## src/rtl/axis_pkg.sv

```systemverilog
// Shared types and helpers for the AXI4-Stream packet transmitter.
package axis_pkg;

    typedef enum logic [0:0] {
        IDLE,
        PKT
    } tx_state_t;

    // Widest keep mask any supported TDATA width can need (512 / 8).
    localparam int unsigned MAX_KEEP_W = 64;

    function automatic int unsigned bytes_of(input int unsigned data_width);
        return data_width / 8;
    endfunction

    // Low min(rem, nbytes) bits set.
    function automatic logic [MAX_KEEP_W-1:0] keep_from_bytes(input logic [31:0] rem,
                                                             input int unsigned nbytes);
        logic [MAX_KEEP_W-1:0] mask;
        mask = '0;
        for (int unsigned i = 0; i < MAX_KEEP_W; i++) begin
            mask[i] = (i < rem) && (i < nbytes);
        end
        return mask;
    endfunction

endpackage

```

## src/rtl/axis_packet_tx_if.sv

```systemverilog
// Downstream AXI4-Stream bus driven by axis_packet_tx.
interface axis_packet_tx_if
    import axis_pkg::*;
#(
    parameter int unsigned DATA_WIDTH = 64,
    parameter int unsigned ID_WIDTH   = 8,
    parameter int unsigned DEST_WIDTH = 8,
    parameter int unsigned USER_WIDTH = 2
);
    localparam int unsigned KEEP_WIDTH = bytes_of(DATA_WIDTH);

    logic                  TVALID;
    logic                  TREADY;
    logic [DATA_WIDTH-1:0] TDATA;
    logic [KEEP_WIDTH-1:0] TKEEP;
    logic [KEEP_WIDTH-1:0] TSTRB;
    logic                  TLAST;
    logic [ID_WIDTH-1:0]   TID;
    logic [DEST_WIDTH-1:0] TDEST;
    logic [USER_WIDTH-1:0] TUSER;

    modport master (
        output TVALID, TDATA, TKEEP, TSTRB, TLAST, TID, TDEST, TUSER,
        input  TREADY
    );

    modport slave (
        input  TVALID, TDATA, TKEEP, TSTRB, TLAST, TID, TDEST, TUSER,
        output TREADY
    );

endinterface

```

## src/rtl/axis_sync_fifo.sv

```systemverilog
// First-word-fall-through synchronous FIFO with a registered head and registered write-ready.
module axis_sync_fifo #(
    parameter int unsigned WIDTH = 8,
    parameter int unsigned DEPTH = 4
) (
    input  logic             clk_i,
    input  logic             rst_ni,
    input  logic             wr_valid_i,
    output logic             wr_ready_o,
    input  logic [WIDTH-1:0] wr_data_i,
    output logic             rd_valid_o,
    input  logic             rd_ready_i,
    output logic [WIDTH-1:0] rd_data_o,
    output logic             full_o,
    output logic             empty_o
);
    localparam int unsigned PtrW = (DEPTH > 1) ? $clog2(DEPTH) : 1;
    localparam int unsigned CntW = $clog2(DEPTH + 1);

    logic [WIDTH-1:0] mem_q [DEPTH];
    logic [PtrW-1:0]  wr_ptr_q, wr_ptr_d;
    logic [PtrW-1:0]  rd_ptr_q, rd_ptr_d;
    logic [CntW-1:0]  count_q, count_d;
    logic [WIDTH-1:0] dout_q, dout_d;
    logic             ready_q;
    logic             push;
    logic             pop;

    assign push = wr_valid_i && ready_q;
    assign pop  = rd_valid_o && rd_ready_i;

    always_comb begin
        wr_ptr_d = wr_ptr_q;
        rd_ptr_d = rd_ptr_q;
        count_d  = count_q;
        dout_d   = dout_q;
        if (push) wr_ptr_d = wr_ptr_q + PtrW'(1);
        if (pop)  rd_ptr_d = rd_ptr_q + PtrW'(1);
        if (push && !pop) begin
            count_d = count_q + CntW'(1);
        end else if (!push && pop) begin
            count_d = count_q - CntW'(1);
        end
        // Head reloads when it leaves or when an empty FIFO takes its first word; the
        // incoming word bypasses the array when it lands exactly at the new head.
        if (pop || count_q == '0) begin
            if (count_d == '0) begin
                dout_d = '0;
            end else if (push && wr_ptr_q == rd_ptr_d) begin
                dout_d = wr_data_i;
            end else begin
                dout_d = mem_q[rd_ptr_d];
            end
        end
    end

    always_ff @(posedge clk_i) begin
        if (!rst_ni) begin
            wr_ptr_q <= '0;
            rd_ptr_q <= '0;
            count_q  <= '0;
            dout_q   <= '0;
            ready_q  <= 1'b0;
        end else begin
            wr_ptr_q <= wr_ptr_d;
            rd_ptr_q <= rd_ptr_d;
            count_q  <= count_d;
            dout_q   <= dout_d;
            ready_q  <= (count_d != CntW'(DEPTH));
        end
    end

    always_ff @(posedge clk_i) begin
        if (push) mem_q[wr_ptr_q] <= wr_data_i;
    end

    assign wr_ready_o = ready_q;
    assign rd_valid_o = (count_q != '0);
    assign rd_data_o  = dout_q;
    assign full_o     = (count_q == CntW'(DEPTH));
    assign empty_o    = (count_q == '0);

endmodule

```

## src/rtl/axis_packet_tx.sv

```systemverilog
// AXI4-Stream packet transmitter: frames upstream beats into packets and buffers them.
// Define AXIS_TX_STATS_EN to add the stat_pkts/stat_beats counters and stat_clr.
module axis_packet_tx
    import axis_pkg::*;
#(
    parameter int unsigned DATA_WIDTH = 64,
    parameter int unsigned ID_WIDTH   = 8,
    parameter int unsigned DEST_WIDTH = 8,
    parameter int unsigned USER_WIDTH = 2,
    parameter int unsigned FIFO_DEPTH = 4,
    parameter int unsigned LEN_WIDTH  = 16
) (
    input  logic                  ACLK,
    input  logic                  ARESETn,
    input  logic                  in_valid,
    output logic                  in_ready,
    input  logic [DATA_WIDTH-1:0] in_data,
    input  logic                  in_last,
    input  logic [USER_WIDTH-1:0] in_user,
    input  logic                  cfg_len_mode,
    input  logic [LEN_WIDTH-1:0]  cfg_pkt_bytes,
    input  logic [ID_WIDTH-1:0]   cfg_id,
    input  logic [DEST_WIDTH-1:0] cfg_dest,
    axis_packet_tx_if.master      m_axis,
`ifdef AXIS_TX_STATS_EN
    input  logic                  stat_clr,
    output logic [31:0]           stat_pkts,
    output logic [31:0]           stat_beats,
`endif
    output logic                  busy
);
    localparam int unsigned BYTES   = bytes_of(DATA_WIDTH);
    localparam int unsigned ENTRY_W = DATA_WIDTH + BYTES + 1 + USER_WIDTH + ID_WIDTH + DEST_WIDTH;

    tx_state_t             state_q, state_d;
    logic [ID_WIDTH-1:0]   pkt_id_q, pkt_id_d;
    logic [DEST_WIDTH-1:0] pkt_dest_q, pkt_dest_d;
    logic                  pkt_mode_q, pkt_mode_d;
    logic [LEN_WIDTH-1:0]  rem_q, rem_d;

    logic [ID_WIDTH-1:0]   beat_id;
    logic [DEST_WIDTH-1:0] beat_dest;
    logic                  beat_mode;
    logic [LEN_WIDTH-1:0]  beat_rem;
    logic                  beat_last;
    logic [BYTES-1:0]      beat_keep;
    logic [MAX_KEEP_W-1:0] keep_full;

    logic                  push;
    logic                  tx_valid;
    logic                  fifo_full;
    logic                  fifo_empty;
    logic [ENTRY_W-1:0]    fifo_din;
    logic [ENTRY_W-1:0]    fifo_dout;

    assign push = in_valid && in_ready;

    // Attributes of the beat on the input: live cfg at packet start, latched values after.
    always_comb begin
        beat_id   = pkt_id_q;
        beat_dest = pkt_dest_q;
        beat_mode = pkt_mode_q;
        beat_rem  = rem_q;
        if (state_q == IDLE) begin
            beat_id   = cfg_id;
            beat_dest = cfg_dest;
            beat_mode = cfg_len_mode;
            beat_rem  = (cfg_pkt_bytes == '0) ? LEN_WIDTH'(1) : cfg_pkt_bytes;
        end
        beat_last = beat_mode ? (32'(beat_rem) <= BYTES) : in_last;
        keep_full = keep_from_bytes(32'(beat_rem), BYTES);
        beat_keep = (beat_mode && beat_last) ? keep_full[BYTES-1:0] : '1;
    end

    if (BYTES < MAX_KEEP_W) begin : g_keep_tail
        logic unused_keep_tail;
        assign unused_keep_tail = ^keep_full[MAX_KEEP_W-1:BYTES];
    end

    always_comb begin
        state_d    = state_q;
        pkt_id_d   = pkt_id_q;
        pkt_dest_d = pkt_dest_q;
        pkt_mode_d = pkt_mode_q;
        rem_d      = rem_q;
        if (push) begin
            pkt_id_d   = beat_id;
            pkt_dest_d = beat_dest;
            pkt_mode_d = beat_mode;
            if (beat_last) begin
                state_d = IDLE;
                rem_d   = '0;
            end else begin
                state_d = PKT;
                rem_d   = (32'(beat_rem) > BYTES) ? LEN_WIDTH'(32'(beat_rem) - BYTES) : '0;
            end
        end
    end

    always_ff @(posedge ACLK) begin
        if (!ARESETn) begin
            state_q    <= IDLE;
            pkt_id_q   <= '0;
            pkt_dest_q <= '0;
            pkt_mode_q <= 1'b0;
            rem_q      <= '0;
        end else begin
            state_q    <= state_d;
            pkt_id_q   <= pkt_id_d;
            pkt_dest_q <= pkt_dest_d;
            pkt_mode_q <= pkt_mode_d;
            rem_q      <= rem_d;
        end
    end

    assign fifo_din = {in_data, beat_keep, beat_last, in_user, beat_id, beat_dest};

    axis_sync_fifo #(
        .WIDTH (ENTRY_W),
        .DEPTH (FIFO_DEPTH)
    ) u_fifo (
        .clk_i      (ACLK),
        .rst_ni     (ARESETn),
        .wr_valid_i (in_valid),
        .wr_ready_o (in_ready),
        .wr_data_i  (fifo_din),
        .rd_valid_o (tx_valid),
        .rd_ready_i (m_axis.TREADY),
        .rd_data_o  (fifo_dout),
        .full_o     (fifo_full),
        .empty_o    (fifo_empty)
    );

    assign m_axis.TVALID = tx_valid;
    assign {m_axis.TDATA, m_axis.TKEEP, m_axis.TLAST, m_axis.TUSER, m_axis.TID,
            m_axis.TDEST} = fifo_dout;
    assign m_axis.TSTRB  = m_axis.TKEEP;

    assign busy = (state_q == PKT) || !fifo_empty;

    // The registered ready must already be low whenever the buffer is full.
    a_no_ready_when_full: assert property (@(posedge ACLK) disable iff (!ARESETn)
        fifo_full |-> !in_ready);

`ifdef AXIS_TX_STATS_EN
    logic [31:0] stat_pkts_q;
    logic [31:0] stat_beats_q;

    always_ff @(posedge ACLK) begin
        if (!ARESETn || stat_clr) begin
            stat_pkts_q  <= '0;
            stat_beats_q <= '0;
        end else if (tx_valid && m_axis.TREADY) begin
            stat_beats_q <= stat_beats_q + 32'd1;
            if (m_axis.TLAST) stat_pkts_q <= stat_pkts_q + 32'd1;
        end
    end

    assign stat_pkts  = stat_pkts_q;
    assign stat_beats = stat_beats_q;
`endif

endmodule
```

## src/flat_wrapper.sv

```systemverilog
// flat-port wrapper written by rule: the top's interface ports become plain ports
module axis_packet_tx_flat import axis_pkg::*;
#(
    parameter int unsigned DATA_WIDTH = 64,
    parameter int unsigned ID_WIDTH   = 8,
    parameter int unsigned DEST_WIDTH = 8,
    parameter int unsigned USER_WIDTH = 2,
    parameter int unsigned FIFO_DEPTH = 4,
    parameter int unsigned LEN_WIDTH  = 16
)
  (ACLK, ARESETn, in_valid, in_ready, in_data, in_last, in_user, cfg_len_mode, cfg_pkt_bytes, cfg_id, cfg_dest, busy, m_axis_TVALID, m_axis_TDATA, m_axis_TKEEP, m_axis_TSTRB, m_axis_TLAST, m_axis_TID, m_axis_TDEST, m_axis_TUSER, m_axis_TREADY);
  axis_packet_tx_if #(.DATA_WIDTH(DATA_WIDTH), .ID_WIDTH(ID_WIDTH), .DEST_WIDTH(DEST_WIDTH), .USER_WIDTH(USER_WIDTH)) m_axis_i ();
  input  logic ACLK;
  input  logic ARESETn;
  input  logic in_valid;
  output logic in_ready;
  input  logic [DATA_WIDTH-1:0] in_data;
  input  logic in_last;
  input  logic [USER_WIDTH-1:0] in_user;
  input  logic cfg_len_mode;
  input  logic [LEN_WIDTH-1:0] cfg_pkt_bytes;
  input  logic [ID_WIDTH-1:0] cfg_id;
  input  logic [DEST_WIDTH-1:0] cfg_dest;
  output logic busy;
  output wire logic [$bits(m_axis_i.TVALID)-1:0] m_axis_TVALID;
  output wire logic [$bits(m_axis_i.TDATA)-1:0] m_axis_TDATA;
  output wire logic [$bits(m_axis_i.TKEEP)-1:0] m_axis_TKEEP;
  output wire logic [$bits(m_axis_i.TSTRB)-1:0] m_axis_TSTRB;
  output wire logic [$bits(m_axis_i.TLAST)-1:0] m_axis_TLAST;
  output wire logic [$bits(m_axis_i.TID)-1:0] m_axis_TID;
  output wire logic [$bits(m_axis_i.TDEST)-1:0] m_axis_TDEST;
  output wire logic [$bits(m_axis_i.TUSER)-1:0] m_axis_TUSER;
  input wire logic [$bits(m_axis_i.TREADY)-1:0] m_axis_TREADY;
  assign m_axis_TVALID = m_axis_i.TVALID;
  assign m_axis_TDATA = m_axis_i.TDATA;
  assign m_axis_TKEEP = m_axis_i.TKEEP;
  assign m_axis_TSTRB = m_axis_i.TSTRB;
  assign m_axis_TLAST = m_axis_i.TLAST;
  assign m_axis_TID = m_axis_i.TID;
  assign m_axis_TDEST = m_axis_i.TDEST;
  assign m_axis_TUSER = m_axis_i.TUSER;
  assign m_axis_i.TREADY = m_axis_TREADY;
  axis_packet_tx #(.DATA_WIDTH(DATA_WIDTH), .ID_WIDTH(ID_WIDTH), .DEST_WIDTH(DEST_WIDTH), .USER_WIDTH(USER_WIDTH), .FIFO_DEPTH(FIFO_DEPTH), .LEN_WIDTH(LEN_WIDTH)) u_core (.ACLK(ACLK), .ARESETn(ARESETn), .in_valid(in_valid), .in_ready(in_ready), .in_data(in_data), .in_last(in_last), .in_user(in_user), .cfg_len_mode(cfg_len_mode), .cfg_pkt_bytes(cfg_pkt_bytes), .cfg_id(cfg_id), .cfg_dest(cfg_dest), .m_axis(m_axis_i), .busy(busy));
endmodule
```

## config.mk

```make
export PLATFORM = sky130hd
export DESIGN_NAME = axis_packet_tx_flat
export DESIGN_NICKNAME = d
export VERILOG_FILES = /design/src/rtl/axis_pkg.sv /design/src/rtl/axis_packet_tx_if.sv /design/src/rtl/axis_sync_fifo.sv /design/src/rtl/axis_packet_tx.sv /design/src/flat_wrapper.sv
export SDC_FILE = /design/constraint.sdc
export NUM_CORES = 1
export LEC_CHECK = 0
export CAP_MARGIN = 15
export CELL_PAD_IN_SITES_DETAIL_PLACEMENT = 1
export CELL_PAD_IN_SITES_GLOBAL_PLACEMENT = 2
export CORE_MARGIN = 4
export CORE_UTILIZATION = 40
export CTS_CLUSTER_DIAMETER = 50
export DETAILED_ROUTE_END_ITERATION = 10
export HOLD_SLACK_MARGIN = 0.02
export PLACE_DENSITY_LB_ADDON = 0.1
export RECOVER_POWER = 100
export SETUP_SLACK_MARGIN = 0.02
export SKIP_LAST_GASP = 1
export SYNTH_ARGS = -nofsm -noshare
export SYNTH_HDL_FRONTEND = slang
export SYNTH_SLANG_ARGS = --single-unit
```

## constraint.sdc

```tcl
create_clock -name ACLK -period 3.8 [get_ports ACLK]
set_input_delay 0.57 -clock ACLK [delete_from_list [all_inputs] [get_ports ACLK]]
set_output_delay 0.57 -clock ACLK [all_outputs]
set_load 0.1 [all_outputs]
```

==> impl_metrics.toml, run 1 <==
[yosys]
synth.area.top_cells = "edfxtp_1 47%, dfxtp_1 12%, mux4_2 8.4%"
synth-main-ff-cell = "edfxtp_1"
seq_area_frac_synth_pct = 59.05
yosys-top-cells-count = "364 x edfxtp_1, 310 x nand2_1, 133 x dfxtp_1"
synth_cell_types = 68
synth_most_common_cell = "edfxtp_1"
synth_warnings = 0
post-synth-top-area-cell = "edfxtp_1"
syn_area_per_cell_um2 = 12.55
synth_area_um2 = 23020
synthCells = 1834
synth_edf_count = 364
syn-num-nets = 1947
ys_async_sr_fraction_pct = 0
synth_top_area_share_pct = 47.49
ys_ff_latch = 497

[layout]
final_core_util_pct = 49.29
fillers = 5763
nets = 2119
layout-drive-gt1-share_pct = 12.44
antenna_cells = 0
area_delta_synth_final_pct = 21.44

[clocking]
holdBufCountCts = 0
cts_buffers = 66
clockRootBuffer = "clkbuf_16"
cts_htree_levels = 3
clkTransAtPathRegs_ps = 60
clk_latency_ps = 590
cts_tree = "done"
cts_sinks = 497
post_cts_resized = 0
post-cts-setup-buffers = 0
clockBufferDepth = 3

[route]
ant_nets = 0
first_iter_violations = 866
wire_per_inst_um = 22.73
wl_um = 63950
drcViolationCount = 0
vias = 15841
dr.pass1.iters = 4
routed_via_density = 5.629

[power_and_ir_drop]
total_power_mw = 25.31
ir_drop_v = 0.0007947
p_leak_nw = 9.736
power_density_nw_per_um2 = 905.3

[worst_setup_path]
worstPathArrival_ps = 3480
slowest_stage = "clkbuf_2"
crit_start = "u_core.u_fifo.wr_ptr_q[0]"
endpoint_kind = "flip-flop"
crit_family = "buffers and inverters"
path_buf_inv = 2
path_max_fanout = 46
cp-start-kind = "flip-flop"
crit_type = "flip-flop to flip-flop"
crit_required_ps = 3970
cpPeakStageDelay_ps = 1300
path_cells = "inv_1 -> ha_1 -> and3_1 -> clkbuf_2"
r2r_start = "u_core.u_fifo.wr_ptr_q[0]"

[global_route]
grt_pass1_wl_um = 99120
grt.overflow.total = 0
grt.total_usage_pct = 20.71
grt_max_degree = 99
antenna_found_initial = 0
grt_pass1_vias = 16878

[timing]
slew_viol_final = 185
max_freq_mhz = 302.3
period_share_pct = 87.04
hold_viol = 0
min_period_ps = 3308
clock_skew_ps = 19.37
worst_slew_pin_slew_ps = 1877
relSlewSlack_pct = -25.16
setup_tns_ps = 0
holdWs_ps = 444.6
rsz0062_at_grt = "false"
setup_viol = 0

[status]
violations = "capacitance limit, slew limit"
status = "finished, violations left"

[die]
initial_core_util_pct = 40.59
dieArea_um2 = 61450
num_rows = 87
io_pins = 206
die_width_um = 247.9
die_height_um = 247.9
core_area_um2 = 56710

[placement]
dp_hpwl_um = 38760
portBuffers = 205
gp_congestion = 0.7503

[worst_hold_path]
hp-class = "flip-flop to flip-flop"
hold_path.startpoint = "u_core.u_fifo.rd_data_o[83]"

[run]
maxCapViolations = 4
==> tightest hold or removal path, delay by kind of cell, from the launching register on <==
family           cells  cell delay, ps
AO/OA/AOI/OAI        1              50
flip-flops           1             320
AND/OR/NAND/NOR      1              40
==> metal layers <==
layer / part of all wire [%] / global-route usage [%] / vias to the layer above
met2: 49 / 34.92 / 309
met3: 4.0 / 3.706 / 90
met5: 0 / 0 / -
met4: 2.1 / 5.210 / 0
met1: 45 / 27.92 / 8155
li1: - / - / 7287
==> worst paths after layout <==
kind / end / slack [ps] / cells past startpoint
max: u_core.u_fifo.mem_q[2][71] / 490 / 4
min: u_core.u_fifo.rd_data_o[83] / 440 / 2
max reg2reg: u_core.u_fifo.mem_q[2][71] / 490 / 4
min reg2reg: u_core.u_fifo.rd_data_o[83] / 440 / 2
==> per-stage QoR <==
step / instances / worst slack [ps] / cell area (um^2)
after floorplan: 1834 / 47.63 / 23020
after global placement: 2694 / 384.6 / 25840
after detailed placement: 2694 / 295.1 / 25840
after CTS: 2814 / 663.0 / 28050
after global routing: 2814 / 220.9 / 27950
final: 2814 / 492.3 / 27950
==> state kept, by name, summed over array words and instances, names as in the netlist, 2 cells and up <==
register                 cells
u_core.u_fifo.mem_q        364
u_core.u_fifo.rd_data_o     91
u_core.rem_q                16
u_core.pkt_dest_q            8
u_core.pkt_id_q              8
u_core.u_fifo.count_q        3
u_core.u_fifo.rd_ptr_q       2
u_core.u_fifo.wr_ptr_q       2
==> power breakdown <==
group	total [mW]	switching [mW]	internal [mW]
Sequential	7.21	0.521	6.68
Clock	6.21	2.34	3.87
Combinational	11.9	8.24	3.65
Total	25.3	11.1	14.2
==> area by class of cell <==
| type | instances | area, um^2 | share of cell area [%] |
|---|---|---|---|
| Tap cell | 756 | 945.9 | 3.384 |
| Sequential cell | 497 | 13600 | 48.65 |
| Inverter | 28 | 107.6 | 0.3849 |
| Timing Repair Buffer | 249 | 2500 | 8.943 |
| Clock inverter | 31 | 342.8 | 1.226 |
| Multi-Input combinational cell | 1164 | 8596 | 30.75 |
| Clock buffer | 89 | 1862 | 6.660 |
==> kinds of logic (layout without fill, tap and decap cells) <==
| logic type | after synthesis | count (layout) | share of synthesized area (%) |
|---|---|---|---|
| AND/OR/NAND/NOR | 578 | 578 | 11.63 |
| buffers and inverters | 173 | 397 | 3.778 |
| AO/OA/AOI/OAI | 355 | 355 | 10.69 |
| adder cells (fa/ha/maj) | 9 | 9 | 0.4892 |
| flip-flops | 497 | 497 | 59.05 |
| XOR/XNOR | 18 | 18 | 0.7991 |
| multiplexers | 204 | 204 | 13.57 |
==> cell usage in the layout (no fill, tap or decap), types with 26 or more instances in the layout <==
master and n:
edfxtp_1 364, nand2_1 310, dlygate4sd3_1 166, dfxtp_1 131
mux2i_1 114, a21oi_1 89, mux4_2 86, o21ai_0 84
nor3_1 76, nor2b_1 72, a32o_1 69, clkbuf_16 69
clkdlybuf4s50_1 37, nor2_1 34, inv_1 27, buf_4 26
(Power assumes the default switching activity.)
==> run 2, diff against run 1 <==
CORE_UTILIZATION = 36   (was 40)
clock period = 3 ns   (was 3.8 ns; I/O delays follow)
==> impl_metrics.toml, run 2 (same netlist as run 1, synthesis figures left out) <==
[clocking]
clockBufferDepth = 3
clockRootBuffer = "clkbuf_16"
clk_latency_ps = 610
clkTransAtPathRegs_ps = 50
cts_tree = "done"
cts_sinks = 497
cts_htree_levels = 3
cts_buffers = 71

[global_route]
grt_pass1_vias = 17579
antenna_found_initial = 0
grt_pass1_wl_um = 102600
grt.overflow.total = 0
grt.total_usage_pct = 19.44
grt_max_degree = 66

[timing]
fin_ws_ps = 195.4
relSlewSlack_pct = -8.536
setup_viol = 0
slew_viol_final = 20
period_share_pct = 93.49
worst_slew_pin_slew_ps = 1628
setup_tns_ps = 0
clock_skew_ps = 18.20
max_freq_mhz = 356.6
rsz0062_at_grt = "false"
hold_viol = 0
min_period_ps = 2805

[die]
core_area_um2 = 63200
initial_core_util_pct = 36.42
num_rows = 92
dieArea_um2 = 68050
io_pins = 206
die_width_um = 260.9
die_height_um = 260.9

[worst_setup_path]
r2r_start = "u_core.u_fifo.count_q[0]"
path_max_fanout = 11
endpoint_kind = "flip-flop"
crit_required_ps = 3490
reg2reg_depth = 12
ff2ff_setup_slack_ps = 200
r2r_end = "u_core.u_fifo.rd_data_o[69]"
crit_type = "flip-flop to flip-flop"
cp-start-kind = "flip-flop"
worstPathArrival_ps = 3300

[route]
routed_via_density = 5.393
wire_per_inst_um = 22.20
first_iter_violations = 790
vias = 16094
drcViolationCount = 0
ant_nets = 0
wl_um = 66230
dr.pass1.iters = 5

[worst_hold_path]
hp-class = "flip-flop to flip-flop"
hold_path.startpoint = "u_core.u_fifo.rd_data_o[84]"
min_delay_worst_endpoint = "u_core.u_fifo.rd_data_o[84]"
min_path_cells = 2

[layout]
layout.area.seq_um2 = 13600
area_delta_synth_final_pct = 23.12
largest_reg_flops = 364
multiInputGateArea_um2 = 8592
top_register = "u_core.u_fifo.mem_q"
final_cell_mix = "364 x edfxtp_1, 310 x nand2_1, 131 x clkbuf_1"
nets = 2193
layout-drive-gt1-share_pct = 15.25
layout_commonest_cell = "edfxtp_1"
antenna_cells = 0
fillers = 6567

[placement]
gp_congestion = 0.7363
pre_cts_slack_ps = 36.15
dp_hpwl_um = 42490
portBuffers = 205

[run]
maxCapViolations = 1

[power_and_ir_drop]
p_leak_nw = 9.703
total_power_mw = 32.75
power_density_nw_per_um2 = 1156
ir_drop_v = 0.0006632

[status]
status = "finished, violations left"
violations = "capacitance limit, slew limit"
==> run 2: per-stage QoR <==
stage                     cells  cell area (um^2)  utilization [%]  hold slack (ps)
after floorplan            1834             23020                -            441.7
after global placement     2851             26510            41.95            435.7
after detailed placement   2851             26510            41.95            441.5
after CTS                  2982             28910            45.75            449.1
after global routing       2984             28340            44.85            477.6
final                      2984             28340            44.85            448.9
==> run 2: final cells by class <==
cell class	count	area share, %
Clock buffer	97	7.055
Inverter	28	0.3797
Multi-Input combinational cell	1164	30.32
Timing Repair Buffer	318	9.095
Sequential cell	497	47.99
Clock inverter	34	1.426
Tap cell	846	3.735
==> run 2: worst max-delay path: stages (launching register included) <==
cell	delay, ps
dfxtp_1	380
inv_1	100
ha_1	220
nor2b_4	160
inv_4	120
and2_4	290
buf_12	180
buf_4	220
mux4_2	520
nor2b_1	130
nor3_1	60
a21oi_1	230
o21ai_1	80
==> run 2: routing by layer <==
| metal | GRT usage [%] | wire length, um |
|---|---|---|
| met5 | 0 | 0 |
| met4 | 5.591 | 1441 |
| met3 | 3.299 | 2317 |
| met2 | 34.08 | 33650 |
| met1 | 24.80 | 28820 |
==> run 2: power breakdown <==
part | total (mW) | internal, mW | switching (mW)
Sequential | 9.17 | 8.46 | 0.714
Combinational | 15.2 | 4.61 | 10.6
Clock | 8.40 | 5.20 | 3.21
==> run 2: timing repair <==
action / in CTS / in global routing
resized for setup: 0 / 1
endpoints found under the setup margin: 0 / 4
hold endpoints to repair: 0 / 0
hold buffers: 0 / 0
setup buffers: 0 / 2
==> run 2: worst max-delay path by stage <==
stage	to	start	slack [ps]
final	u_core.u_fifo.rd_data_o[69]	u_core.u_fifo.count_q[0]	200
after global routing	u_core.u_fifo.rd_data_o[45]	u_core.u_fifo.count_q[0]	20
after CTS	u_core.u_fifo.rd_data_o[65]	u_core.u_fifo.count_q[1]	160
after detailed placement	u_core.u_fifo.rd_data_o[24]	cfg_pkt_bytes[8]	40
after global placement	u_core.u_fifo.rd_data_o[65]	m_axis_TREADY	60
after floorplan	u_core.u_fifo.mem_q[1][0]	u_core.u_fifo.wr_ready_o	220
==> run 3, diff against run 2 <==
SKIP_LAST_GASP = unset   (was 1)
==> results of run 3 <==
No change in the layout: final DEF, timing and power equal those of run 2.
